File: config.mk
export PLATFORM = sky130hd
export DESIGN_NAME = pipe_stage_buffer
export DESIGN_NICKNAME = d
export VERILOG_FILES = /design/src/rtl/pipe_stage_buffer.sv
export SDC_FILE = /design/constraint.sdc
export NUM_CORES = 1
export LEC_CHECK = 0
export CAP_MARGIN = 20
export CORE_MARGIN = 2
export CORE_UTILIZATION = 45
export DETAILED_ROUTE_END_ITERATION = 10
export DONT_BUFFER_PORTS = 1
export PLACE_DENSITY_LB_ADDON = 0.08
export SYNTH_ARGS = -nofsm -noshare
export SYNTH_HDL_FRONTEND = slang
export SYNTH_SLANG_ARGS = --single-unit
File: constraint.sdc
create_clock -name clk -period 10.71 [get_ports clk]
set_input_delay 2.142 -clock clk [delete_from_list [all_inputs] [get_ports clk]]
set_output_delay 2.142 -clock clk [all_outputs]
set_load 0.02 [all_outputs]
File: src/rtl/pipe_stage_buffer.sv
// -----------------------------------------------------------------------------
// pipe_stage_buffer
//   Valid/ready pipeline stage holding up to DEPTH payloads.
//     DEPTH = 1 : plain stage register; in_ready is combinational
//                 (!out_valid || out_ready), so back-to-back transfers run at
//                 full rate.
//     DEPTH = 2 : skid buffer; in_ready comes straight from a flop, which
//                 removes the combinational out_ready -> in_ready path.
//   A synchronous flush kills every held payload and any payload accepted on
//   the same edge. flushed_cnt reports how many were killed.
//
// Ports
//   clk          rising-edge clock
//   reset        asynchronous active-high reset
//   in_valid     upstream offers in_data
//   in_ready     stage can accept this cycle
//   in_data      upstream payload [DATA_W]
//   out_valid    stage presents out_data
//   out_ready    downstream accepts this cycle
//   out_data     head payload [DATA_W]
//   flush        synchronous kill of held and incoming payloads
//   occupancy    registered count of held payloads (0..DEPTH)
//   flushed_cnt  payloads discarded by the most recent flush (saturates at 3)
// -----------------------------------------------------------------------------
`timescale 1ns/1ps

module pipe_stage_buffer #(
  parameter int DATA_W = 102,
  parameter int DEPTH  = 2
) (
  input  logic              clk,
  input  logic              reset,
  input  logic              in_valid,
  output logic              in_ready,
  input  logic [DATA_W-1:0] in_data,
  output logic              out_valid,
  input  logic              out_ready,
  output logic [DATA_W-1:0] out_data,
  input  logic              flush,
  output logic [1:0]        occupancy,
  output logic [1:0]        flushed_cnt
);

  if (DEPTH != 1 && DEPTH != 2) begin : g_bad_depth
    $error("pipe_stage_buffer: DEPTH must be 1 or 2");
  end

  localparam bit SKID = (DEPTH == 2);

  // Storage: main entry drives the outputs, skid entry catches the payload
  // that arrives while main is stalled (DEPTH = 2 only).
  logic              r_main_valid;
  logic [DATA_W-1:0] r_main_data;
  logic              r_skid_valid;
  logic [DATA_W-1:0] r_skid_data;
  logic              r_in_ready;
  logic [1:0]        r_occupancy;
  logic [1:0]        r_flushed_cnt;

  logic              w_accept;
  logic              w_deliver;
  logic              w_main_valid_nxt;
  logic              w_skid_valid_nxt;
  logic              w_main_load;
  logic              w_main_from_skid;
  logic              w_skid_load;
  logic [2:0]        w_kill_cnt;

  // With DEPTH = 1 the main entry may be replaced on the same edge it is
  // delivered, hence the out_ready term.
  assign in_ready    = SKID ? r_in_ready : (!r_main_valid || out_ready);
  assign out_valid   = r_main_valid;
  assign out_data    = r_main_data;
  assign occupancy   = r_occupancy;
  assign flushed_cnt = r_flushed_cnt;

  // NOTE: every signal written here gets a default first, so no path through
  // the block leaves a value unassigned and no latch is inferred.
  always_comb begin
    w_accept         = in_valid && in_ready;
    w_deliver        = r_main_valid && out_ready;
    w_main_valid_nxt = r_main_valid;
    w_skid_valid_nxt = r_skid_valid;
    w_main_load      = 1'b0;
    w_main_from_skid = 1'b0;
    w_skid_load      = 1'b0;

    if (r_skid_valid) begin
      // in_ready is low here, so nothing new arrives; only a shift can happen.
      if (w_deliver) begin
        w_main_from_skid = 1'b1;
        w_skid_valid_nxt = 1'b0;
      end
    end else if (r_main_valid && !w_deliver) begin
      // Main is stalled: an accepted payload parks in the skid entry. For
      // DEPTH = 1 in_ready is low in this state, so the skid stays empty.
      if (w_accept) begin
        w_skid_load      = 1'b1;
        w_skid_valid_nxt = 1'b1;
      end
    end else begin
      // Empty or draining: the new payload (if any) goes straight to main.
      w_main_load      = w_accept;
      w_main_valid_nxt = w_accept;
    end

    // Payloads alive just before a flush edge: held entries not being
    // delivered plus any payload accepted on that edge.
    w_kill_cnt = {2'b00, r_main_valid} + {2'b00, r_skid_valid}
               + {2'b00, w_accept} - {2'b00, w_deliver};
  end

  // NOTE: sequential state uses non-blocking assignments so every flop samples
  // the pre-edge values regardless of statement order.
  always_ff @(posedge clk or posedge reset) begin
    if (reset) begin
      r_main_valid  <= 1'b0;
      r_skid_valid  <= 1'b0;
      r_in_ready    <= 1'b1;
      r_occupancy   <= 2'd0;
      r_flushed_cnt <= 2'd0;
      // NOTE: the payload registers are cleared on reset as well, so out_data
      // reads a defined zero out of reset rather than stale contents.
      r_main_data   <= '0;
      r_skid_data   <= '0;
    end else begin
      // Data registers move only on accept or shift; flush leaves them alone.
      if (w_main_from_skid) begin
        r_main_data <= r_skid_data;
      end else if (w_main_load) begin
        r_main_data <= in_data;
      end
      if (w_skid_load) begin
        r_skid_data <= in_data;
      end

      if (flush) begin
        r_main_valid  <= 1'b0;
        r_skid_valid  <= 1'b0;
        r_in_ready    <= 1'b1;
        r_occupancy   <= 2'd0;
        r_flushed_cnt <= (w_kill_cnt > 3'd3) ? 2'd3 : w_kill_cnt[1:0];
      end else begin
        r_main_valid <= w_main_valid_nxt;
        r_skid_valid <= w_skid_valid_nxt;
        r_in_ready   <= !w_skid_valid_nxt;
        r_occupancy  <= {1'b0, w_main_valid_nxt} + {1'b0, w_skid_valid_nxt};
      end
    end
  end

endmodule
==> reports/qor.csv, run 1 <==
stage;metric;value;unit
worst_setup_path;r2r_start;out_valid$_DFF_PP0_;
routing;ant_nets;0;
routing;drc;0;
global_routing;track_usage;0.165;
clocking;numCtsBuffers;24;
clocking;post_cts_resized;0;
worst_setup_path;slowest_delay;0.84;ns
synthesis;synth_top_area_cell;dfrtp_1;
min_path;hold_depth;1;
clocking;root_buffer;clkbuf_16;
pwr;p_leak;4.28;nW
sta;worstMarginPinSlew;1.02;ns
placement;io_buffers;0;
floorplan;initial_core_util;0.459;
worst_setup_path;crit_type;in -> reg;
flow_run;maxCapViolCount;0;
floorplan;die_h;148;µm
global_routing;grt_overflow;0;
sta;rsz0062_at_grt;no;
global_routing;grt_first_pass_wirelength;28700;µm
synthesis;synthTopCellsByCount;mux2_2 (216), dfrtp_1 (210), mux2_1 (80);
global_routing;grt_max_degree;134;
min_path;hold_path_class;reg -> reg;
floorplan;fp.dieArea;21800;µm²
clocking;tritoncts;built;
pwr;p_comb_frac;0.116;
synthesis;synthTopCellsByArea;dfrtp_1 (57%), mux2_2 (26%), mux2_1 (9.7%);
synthesis;async_reset_ff_frac;1.00;
sta;hold_viol_final;0;
finish;multi_input_area;3710;µm²
routing;dr.pass1.iters;4;
worst_setup_path;endpoint_kind;flip-flop;
pwr;power_density;231;nW/µm²
worst_setup_path;crit_chain;and2_1, ha_4, buf_4, mux2_2, mux2_2;
synthesis;synth_flop_cell;dfrtp_1;
sta;finalSetupViolations;0;
finish;final_nets;688;
worst_setup_path;crit_top_cell;mux2_2;
sta;max_freq;246;MHz
sta;slew_headroom;0.322;
synthesis;yosysWarnings;0;
clocking;htree_num_levels;1;
min_path;hold-path-endpoint;r_skid_data[32]$_DFFE_PP0P_;
pwr;pwr-share-clk;0.361;
synthesis;ys_ff_latch;211;
global_routing;antenna_found_initial;0;
pwr;ir_worst_vdd;0.000127;V
routing;vias;4642;
placement;finalWeightedCongestion;0.754;
routing;wl_per_cell;21.0;µm
clocking;postCtsSetupBuffers;0;
synthesis;synth.distinct_cells;26;
pwr;seqPwrFrac;0.522;
finish;area_growth_syn_to_layout;10.3;%
synthesis;synth_most_common_cell;mux2_2;
finish;nFillCells;1726;
synthesis;synthesis.nets;689;
finish;fin_util;0.506;
worst_setup_path;reg2reg_to;out_data[9]$_DFFE_PP0P_;
sta;maxSlewViolCount;0;
run_status;status;finished clean;
synthesis;syn_inst;577;
worst_setup_path;worst_setup_path_start_kind;input port;
synthesis;synth.avg_cell_area;16.1;µm²
worst_setup_path;critPathRequiredTime;11.09;ns
routing;drt_iter0_markers;111;
clocking;cts.sinks;211;
clocking;hold_buffers;0;
finish;seq_area;5280;µm²
worst_setup_path;crit_family;buffers and inverters;
finish;antennaDiodeCount;0;
synthesis;synth_edf_count;0;
min_path;hp-start;r_skid_data[32]$_DFFE_PP0P_;
synthesis;synth_top_area_frac;0.566;
placement;dp_hpwl;11600;µm
sta;finalSetupTns;0;ns
pwr;power;2.36;mW
worst_setup_path;r2r_slack;7.70;ns
worst_setup_path;crit_slowest_cell;buf_4;
clocking;clk_pin_slew;0.06;ns
floorplan;fp.coreArea;20200;µm²
worst_setup_path;crit_fanout;71;
floorplan;io_pins;215;
clocking;clock_path_buffers;3;
synthesis;yosysSeqAreaShare;0.569;
routing;avgViaCountPerCell;5.37;
sta;period_needed;4.07;ns
sta;min_period_over_period;0.380;
pwr;intPower;1.72;mW
pwr;switching_share;0.274;
worst_setup_path;path_buf_inv;1;
floorplan;fp-row-count;52;
pwr;p_sw;0.648;mW
routing;routed_wl;18100;µm
clocking;insertion_delay;0.50;ns
floorplan;chipWidth;148;µm
worst_setup_path;worstPathArrival;4.45;ns
sta;skew;0.00615;ns
synthesis;syn_area;9290;µm²
worst_setup_path;r2r_cells;5;
finish;drive_gt1_frac;0.466;
global_routing;grt_pass1_vias;5117;
[flip-flops by register name, summed over array words and instances, names as in the netlist]
name,count
out_data,102
r_skid_data,102
flushed_cnt,2
occupancy,2
in_ready,1
out_valid,1
r_skid_valid,1
[final cells by class]
cell class / instances / share of cell area
clock buffer: 36 / 0.0700
tap: 270 / 0.0330
inverter: 5 / 0.00256
sequential: 211 / 0.515
timing repair buffer: 6 / 0.00440
clock inverter: 8 / 0.0126
multi-input combinational: 328 / 0.362
[worst max path at each step]
| stage | startpoint | end | slack (ns) | depth (start not counted) |
|---|---|---|---|---|
| after detailed placement | out_ready | out_data[28]$_DFFE_PP0P_ | 6.07 | 5 |
| after global placement | out_ready | out_data[67]$_DFFE_PP0P_ | 6.13 | 5 |
| final | out_ready | out_data[9]$_DFFE_PP0P_ | 6.64 | 5 |
| after CTS | out_ready | out_data[28]$_DFFE_PP0P_ | 6.61 | 5 |
| after floorplan | reset | flushed_cnt[0]$_DFFE_PP0P_ | 2.80 | 1 |
| after global routing | out_ready | out_data[0]$_DFFE_PP0P_ | 6.54 | 5 |
[layer usage]
layer  vias to the layer above  track usage  wire, µm
li1                       2071            -         -
met1                      2406        0.199      6930
met2                       144        0.267      8750
met3                        21       0.0790      2130
met4                         0       0.0404       289
met5                         -            0         0
[power groups by stage]
stage	sequential, mW	combinational (mW)	clock, mW
floorplan	1.20	0.252	0
global placement	1.24	0.266	0
detailed placement	1.25	0.282	0
CTS	1.24	0.283	0.877
global route	1.26	0.306	0.919
finish	1.24	0.275	0.854
[through the flow]
| step | area [µm²] | instances | hold slack, ns | worst slack, ns |
|---|---|---|---|---|
| after floorplan | 9290 | 577 | 0.452 | 2.80 |
| after global placement | 9400 | 820 | 0.461 | 6.13 |
| after detailed placement | 9400 | 820 | 0.471 | 6.07 |
| after CTS | 10200 | 864 | 0.485 | 6.61 |
| after global routing | 10200 | 864 | 0.497 | 6.54 |
| final | 10200 | 864 | 0.481 | 6.64 |
[kinds of logic after synthesis]
| family | after synthesis | synth area share |
|---|---|---|
| DFF | 211 | 0.569 |
| and+or+nand+nor | 11 | 0.00795 |
| muxes | 307 | 0.376 |
| adders and majority gates | 5 | 0.00755 |
| AOI/OAI and AO/OA | 5 | 0.00458 |
| buffers and inverters | 38 | 0.0349 |
[layout by cell type (no fill, tap or decap)]
cell	n
or3_1	1
ha_1	3
fa_1	1
a31oi_1	1
and2_1	1
mux2_1	80
inv_2	1
a2bb2oi_4	1
mux2i_1	1
clkbuf_1	6
nor2_1	1
dfrtp_1	210
a21oi_1	1
mux2_4	10
clkbuf_8	5
nand3b_4	1
nand2_1	4
nor3_4	1
a21o_1	1
inv_8	1
o22a_1	1
dfstp_2	1
bufinv_16	3
inv_1	3
clkinv_2	3
clkbuf_16	25
mux2_2	216
nor2b_1	2
buf_4	6
clkinvlp_4	1
ha_4	1
clkinv_8	1
(Power assumes the default switching activity.)
==> inputs of run 2 (changes only) <==
- clock period: 10.71 -> 3.5 ns (I/O delays scaled with it)
==> reports/qor.csv, run 2 (synthesized netlist as in run 1, its figures left out) <==
stage;metric;value;unit
worst_setup_path;crit_fanout;102;
global_routing;grt_pass1_vias;5236;
sta;maxSlewViolCount;0;
clocking;postCtsSetupBuffers;0;
worst_setup_path;r2r_cells;5;
global_routing;grt_overflow;0;
pwr;seqPwrFrac;0.507;
worst_setup_path;reg2reg_to;out_data[14]$_DFFE_PP0P_;
floorplan;fp-row-count;52;
finish;seq_area;5280;µm²
finish;fin_util;0.514;
worst_setup_path;critPathRequiredTime;3.88;ns
clocking;post_cts_resized;0;
clocking;numCtsBuffers;24;
floorplan;initial_core_util;0.459;
finish;final_common_cell;mux2_2;
worst_setup_path;r2r_slack;1.20;ns
worst_setup_path;crit_type;reg -> reg;
routing;drt_iter0_markers;160;
clocking;htree_num_levels;1;
pwr;pwr-share-clk;0.378;
routing;wl_per_cell;21.3;µm
pwr;p_leak;4.34;nW
finish;multi_input_area;3710;µm²
worst_setup_path;crit_top_cell;mux2_2;
clocking;cts.sinks;211;
worst_setup_path;crit_slowest_cell;dfrtp_1;
sta;rsz0062_at_grt;no;
clocking;clk_pin_slew;0.06;ns
finish;drive_gt1_frac;0.471;
worst_setup_path;worstPathArrival;2.68;ns
routing;routed_wl;18400;µm
pwr;p_comb_frac;0.115;
floorplan;fp.coreArea;20200;µm²
routing;drc;0;
sta;slew_headroom;0.579;
sta;finalSetupViolations;0;
global_routing;grt_first_pass_wirelength;29100;µm
flow_run;maxCapViolCount;0;
clocking;hold_buffers;0;
sta;period_needed;2.30;ns
pwr;p_sw;1.98;mW
worst_setup_path;slowest_delay;0.52;ns
placement;dp_hpwl;11600;µm
global_routing;antenna_found_initial;0;
placement;io_buffers;0;
sta;min_period_over_period;0.657;
pwr;power_density;717;nW/µm²
sta;skew;0.0131;ns
global_routing;track_usage;0.167;
pwr;ir_worst_vdd;0.000346;V
worst_setup_path;worst_setup_path_start_kind;flip-flop;
routing;ant_nets;0;
routing;avgViaCountPerCell;5.42;
placement;finalWeightedCongestion;0.751;
sta;hold_viol_final;0;
floorplan;fp.dieArea;21800;µm²
pwr;power;7.45;mW
clocking;root_buffer;clkbuf_16;
clocking;tritoncts;built;
finish;final_nets;691;
clocking;insertion_delay;0.51;ns
finish;area_growth_syn_to_layout;11.9;%
finish;nFillCells;1689;
floorplan;io_pins;215;
sta;worstMarginPinSlew;0.632;ns
worst_setup_path;crit_chain;and2_1, ha_4, buf_12, mux2_2, mux2_2;
worst_setup_path;endpoint_kind;flip-flop;
min_path;hold_path_class;in -> async;
sta;finalSetupTns;0;ns
sta;max_freq;435;MHz
routing;dr.pass1.iters;4;
floorplan;die_h;148;µm
floorplan;chipWidth;148;µm
finish;mostFrequentLayoutCells;mux2_2 (216), dfrtp_1 (210), mux2_1 (80);
finish;antennaDiodeCount;0;
run_status;status;finished clean;
global_routing;grt_max_degree;103;
pwr;switching_share;0.265;
routing;vias;4679;
worst_setup_path;r2r_start;out_valid$_DFF_PP0_;
pwr;intPower;5.47;mW
clocking;clock_path_buffers;3;
## run 2: critical path, delay by kind of cell (launching register included)
family	cells	cell delay, ns
multiplexers	2	0.67
flip-flops	1	0.52
adder cells (fa/ha/maj)	1	0.17
AND/OR/NAND/NOR	1	0.29
buffers and inverters	1	0.46
## run 2: power groups by stage
| stage | Combinational [mW] | Clock (mW) | Sequential, mW |
|---|---|---|---|
| 2_1_floorplan | 0.772 | 0 | 3.67 |
| 6_report | 0.856 | 2.81 | 3.78 |
| 5_1_grt | 0.952 | 3.01 | 3.86 |
| 3_5_place_dp | 0.877 | 0 | 3.83 |
| 4_1_cts | 0.880 | 2.90 | 3.79 |
| 3_3_place_gp | 0.826 | 0 | 3.79 |
## run 2: final cells by class
type | instances | area share
multi-input combinational | 328 | 0.357
timing repair buffer | 9 | 0.0137
inverter | 5 | 0.00217
clock buffer | 30 | 0.0639
sequential | 211 | 0.508
tap | 270 | 0.0325
clock inverter | 11 | 0.0225
## run 2: stage by stage
stage	hold slack [ns]	instances	setup WS (ns)	instance area, µm²
2_1_floorplan	0.452	577	0.0586	9290
3_3_place_gp	0.461	823	1.13	9490
3_5_place_dp	0.471	823	1.10	9490
4_1_cts	0.110	864	1.20	10400
5_1_grt	0.130	864	1.08	10400
6_report	0.108	864	1.20	10400
## run 2: how the worst max path moves through the flow
stage	slack, ns	endpoint	start
after global placement	1.13	out_data[76]$_DFFE_PP0P_	out_ready
after detailed placement	1.10	out_data[39]$_DFFE_PP0P_	out_ready
after floorplan	0.06	flushed_cnt[0]$_DFFE_PP0P_	reset
after global routing	1.08	out_data[14]$_DFFE_PP0P_	out_valid$_DFF_PP0_
after CTS	1.20	out_data[32]$_DFFE_PP0P_	out_valid$_DFF_PP0_
final	1.20	out_data[14]$_DFFE_PP0P_	out_valid$_DFF_PP0_
## run 2: routing by layer
layer  wire (µm)  GRT usage  up-vias
met5           0          0        -
met4         346     0.0442        0
met3        2250     0.0827       30
met2        8760      0.272      144
met1        7030      0.200     2429
li1            -          -     2076
==> inputs of run 3 (changes only) <==
- clock period: 3.5 -> 1.9 ns (I/O delays scaled with it)
==> reports/qor.csv, run 3 (synthesized netlist as in run 1, its figures left out) <==
stage;metric;value;unit
run_status;status;finished clean;
worst_setup_path;critPathRequiredTime;2.28;ns
sta;hold_viol_final;0;
worst_setup_path;crit_type;reg -> reg;
routing;drc;0;
clocking;insertion_delay;0.50;ns
sta;finalSetupViolations;0;
finish;final_common_cell;mux2_2;
finish;mostFrequentLayoutCells;mux2_2 (216), dfrtp_1 (210), mux2_1 (80);
placement;dp_hpwl;12700;µm
routing;vias;4972;
finish;area_growth_syn_to_layout;19.5;%
finish;drive_gt1_frac;0.439;
sta;worstMarginPinSlew;0.518;ns
sta;max_freq;546;MHz
routing;drt_iter0_markers;67;
finish;seq_area;5280;µm²
floorplan;fp.dieArea;21800;µm²
placement;io_buffers;0;
worst_setup_path;worstPathArrival;2.21;ns
clocking;clk_pin_slew;0.06;ns
sta;rsz0062_at_grt;no;
global_routing;track_usage;0.176;
finish;nFillCells;1651;
global_routing;grt_overflow;0;
finish;final_nets;762;
clocking;cts.sinks;211;
routing;dr.pass1.iters;4;
clocking;postCtsSetupBuffers;0;
worst_setup_path;endpoint_kind;flip-flop;
finish;fin_util;0.549;
clocking;post_cts_resized;0;
sta;finalSetupTns;0;ns
global_routing;grt_max_degree;58;
floorplan;die_h;148;µm
sta;skew;0.00988;ns
global_routing;grt_use_met2;0.283;
global_routing;antenna_found_initial;0;
finish;antennaDiodeCount;0;
clocking;root_buffer;clkbuf_16;
clocking;tritoncts;built;
worst_setup_path;slowest_delay;0.38;ns
floorplan;chipWidth;148;µm
global_routing;globalRouteMet3Util;0.0793;
pwr;power_density;1230;nW/µm²
worst_setup_path;path_buf_inv;3;
worst_setup_path;crit_slowest_cell;dfrtp_1;
global_routing;grt_pass1_vias;5533;
sta;period_needed;1.83;ns
global_routing;met1_usage;0.217;
sta;slew_headroom;0.654;
placement;dp_cells;832;
finish;multi_input_area;3710;µm²
min_path;hold_path_class;in -> reg;
worst_setup_path;crit_fanout;39;
routing;wl_per_cell;20.8;µm
clocking;hold_buffers;55;
worst_setup_path;crit_chain;buf_4, inv_2, a2bb2oi_4, buf_12, mux2_2;
global_routing;top_usage_layer;met2;
global_routing;grt_first_pass_wirelength;30800;µm
worst_setup_path;crit_family;buffers and inverters;
finish;stdcell_count;938;
clocking;clock_path_buffers;3;
pwr;power;13.7;mW
placement;finalWeightedCongestion;0.783;
sta;maxSlewViolCount;0;
flow_run;maxCapViolCount;0;
floorplan;fp-row-count;52;
pwr;p_leak;4.65;nW
sta;hold_slack;0.0139;ns
floorplan;fp.coreArea;20200;µm²
worst_setup_path;worst_setup_path_start_kind;flip-flop;
sta;min_period_over_period;0.964;
floorplan;initial_core_util;0.459;
pwr;ir_worst_vdd;0.000801;V
routing;routed_wl;19500;µm
floorplan;io_pins;215;
clocking;numCtsBuffers;24;
routing;avgViaCountPerCell;5.30;
routing;ant_nets;0;
clocking;htree_num_levels;1;
==> run 3: changes by cell type in the layout (fill, tap and decap cells not counted) <==
cell,delta
bufinv_16,-2
buf_12,+4
clkbuf_1,-1
clkinv_4,-1
clkinv_2,+5
inv_6,+1
clkinvlp_4,+1
dlygate4sd3_1,+62
buf_4,+5
==> run 3: metal layers <==
metal,part of all wire,up-vias,wire length [µm]
li1,-,2216,-
met1,0.40,2563,7700
met2,0.47,164,9210
met3,0.11,29,2200
met4,0.019,0,367
met5,0,-,0
==> run 3: area by class of cell <==
class / count / share of cell area
clock buffers: 29 / 0.0595
flip-flops and latches: 211 / 0.476
multi-input cells: 328 / 0.334
repair buffers: 80 / 0.0794
well taps: 270 / 0.0304
clock inverters: 15 / 0.0186
inverters: 5 / 0.00203
==> run 3: path summary, 6_finish.rpt <==
kind                            slack (ns)                     endpoint                   startpoint  cells after the start
worst max-delay path                  0.07      out_data[3]$_DFFE_PP0P_          out_valid$_DFF_PP0_                      5
worst min-delay path                  0.01  r_skid_data[96]$_DFFE_PP0P_                  in_data[96]                      1
worst max register to register        0.07      out_data[3]$_DFFE_PP0P_          out_valid$_DFF_PP0_                      5
worst min register to register        0.48  r_skid_data[67]$_DFFE_PP0P_  r_skid_data[67]$_DFFE_PP0P_                      1
max in group asynchronous             0.81     out_data[11]$_DFFE_PP0P_                        reset                      3
min in group asynchronous             0.39  r_skid_data[21]$_DFFE_PP0P_                        reset                      2
==> run 3: through the flow <==
stage          cell area (µm²)  worst slack (ns)
3_5_place_dp              9610            0.0575
4_1_cts                  11000            0.0722
5_1_grt                  11100           0.00189
3_3_place_gp              9610            0.0880
6_report                 11100            0.0682
2_1_floorplan             9290             -1.22
==> run 3: worst register-to-register path: cells and delay by family (launching register included) <==
family,cells,cell delay (ns)
buf+inv,3,0.61
mux,1,0.43
flops,1,0.38
compound gates,1,0.30
==> run 3: power breakdown <==
part	internal (mW)	leakage (nW)	switching, mW
logic	1.11	1.72	0.620
clock network	3.16	0.431	1.81
registers	5.67	2.51	1.29
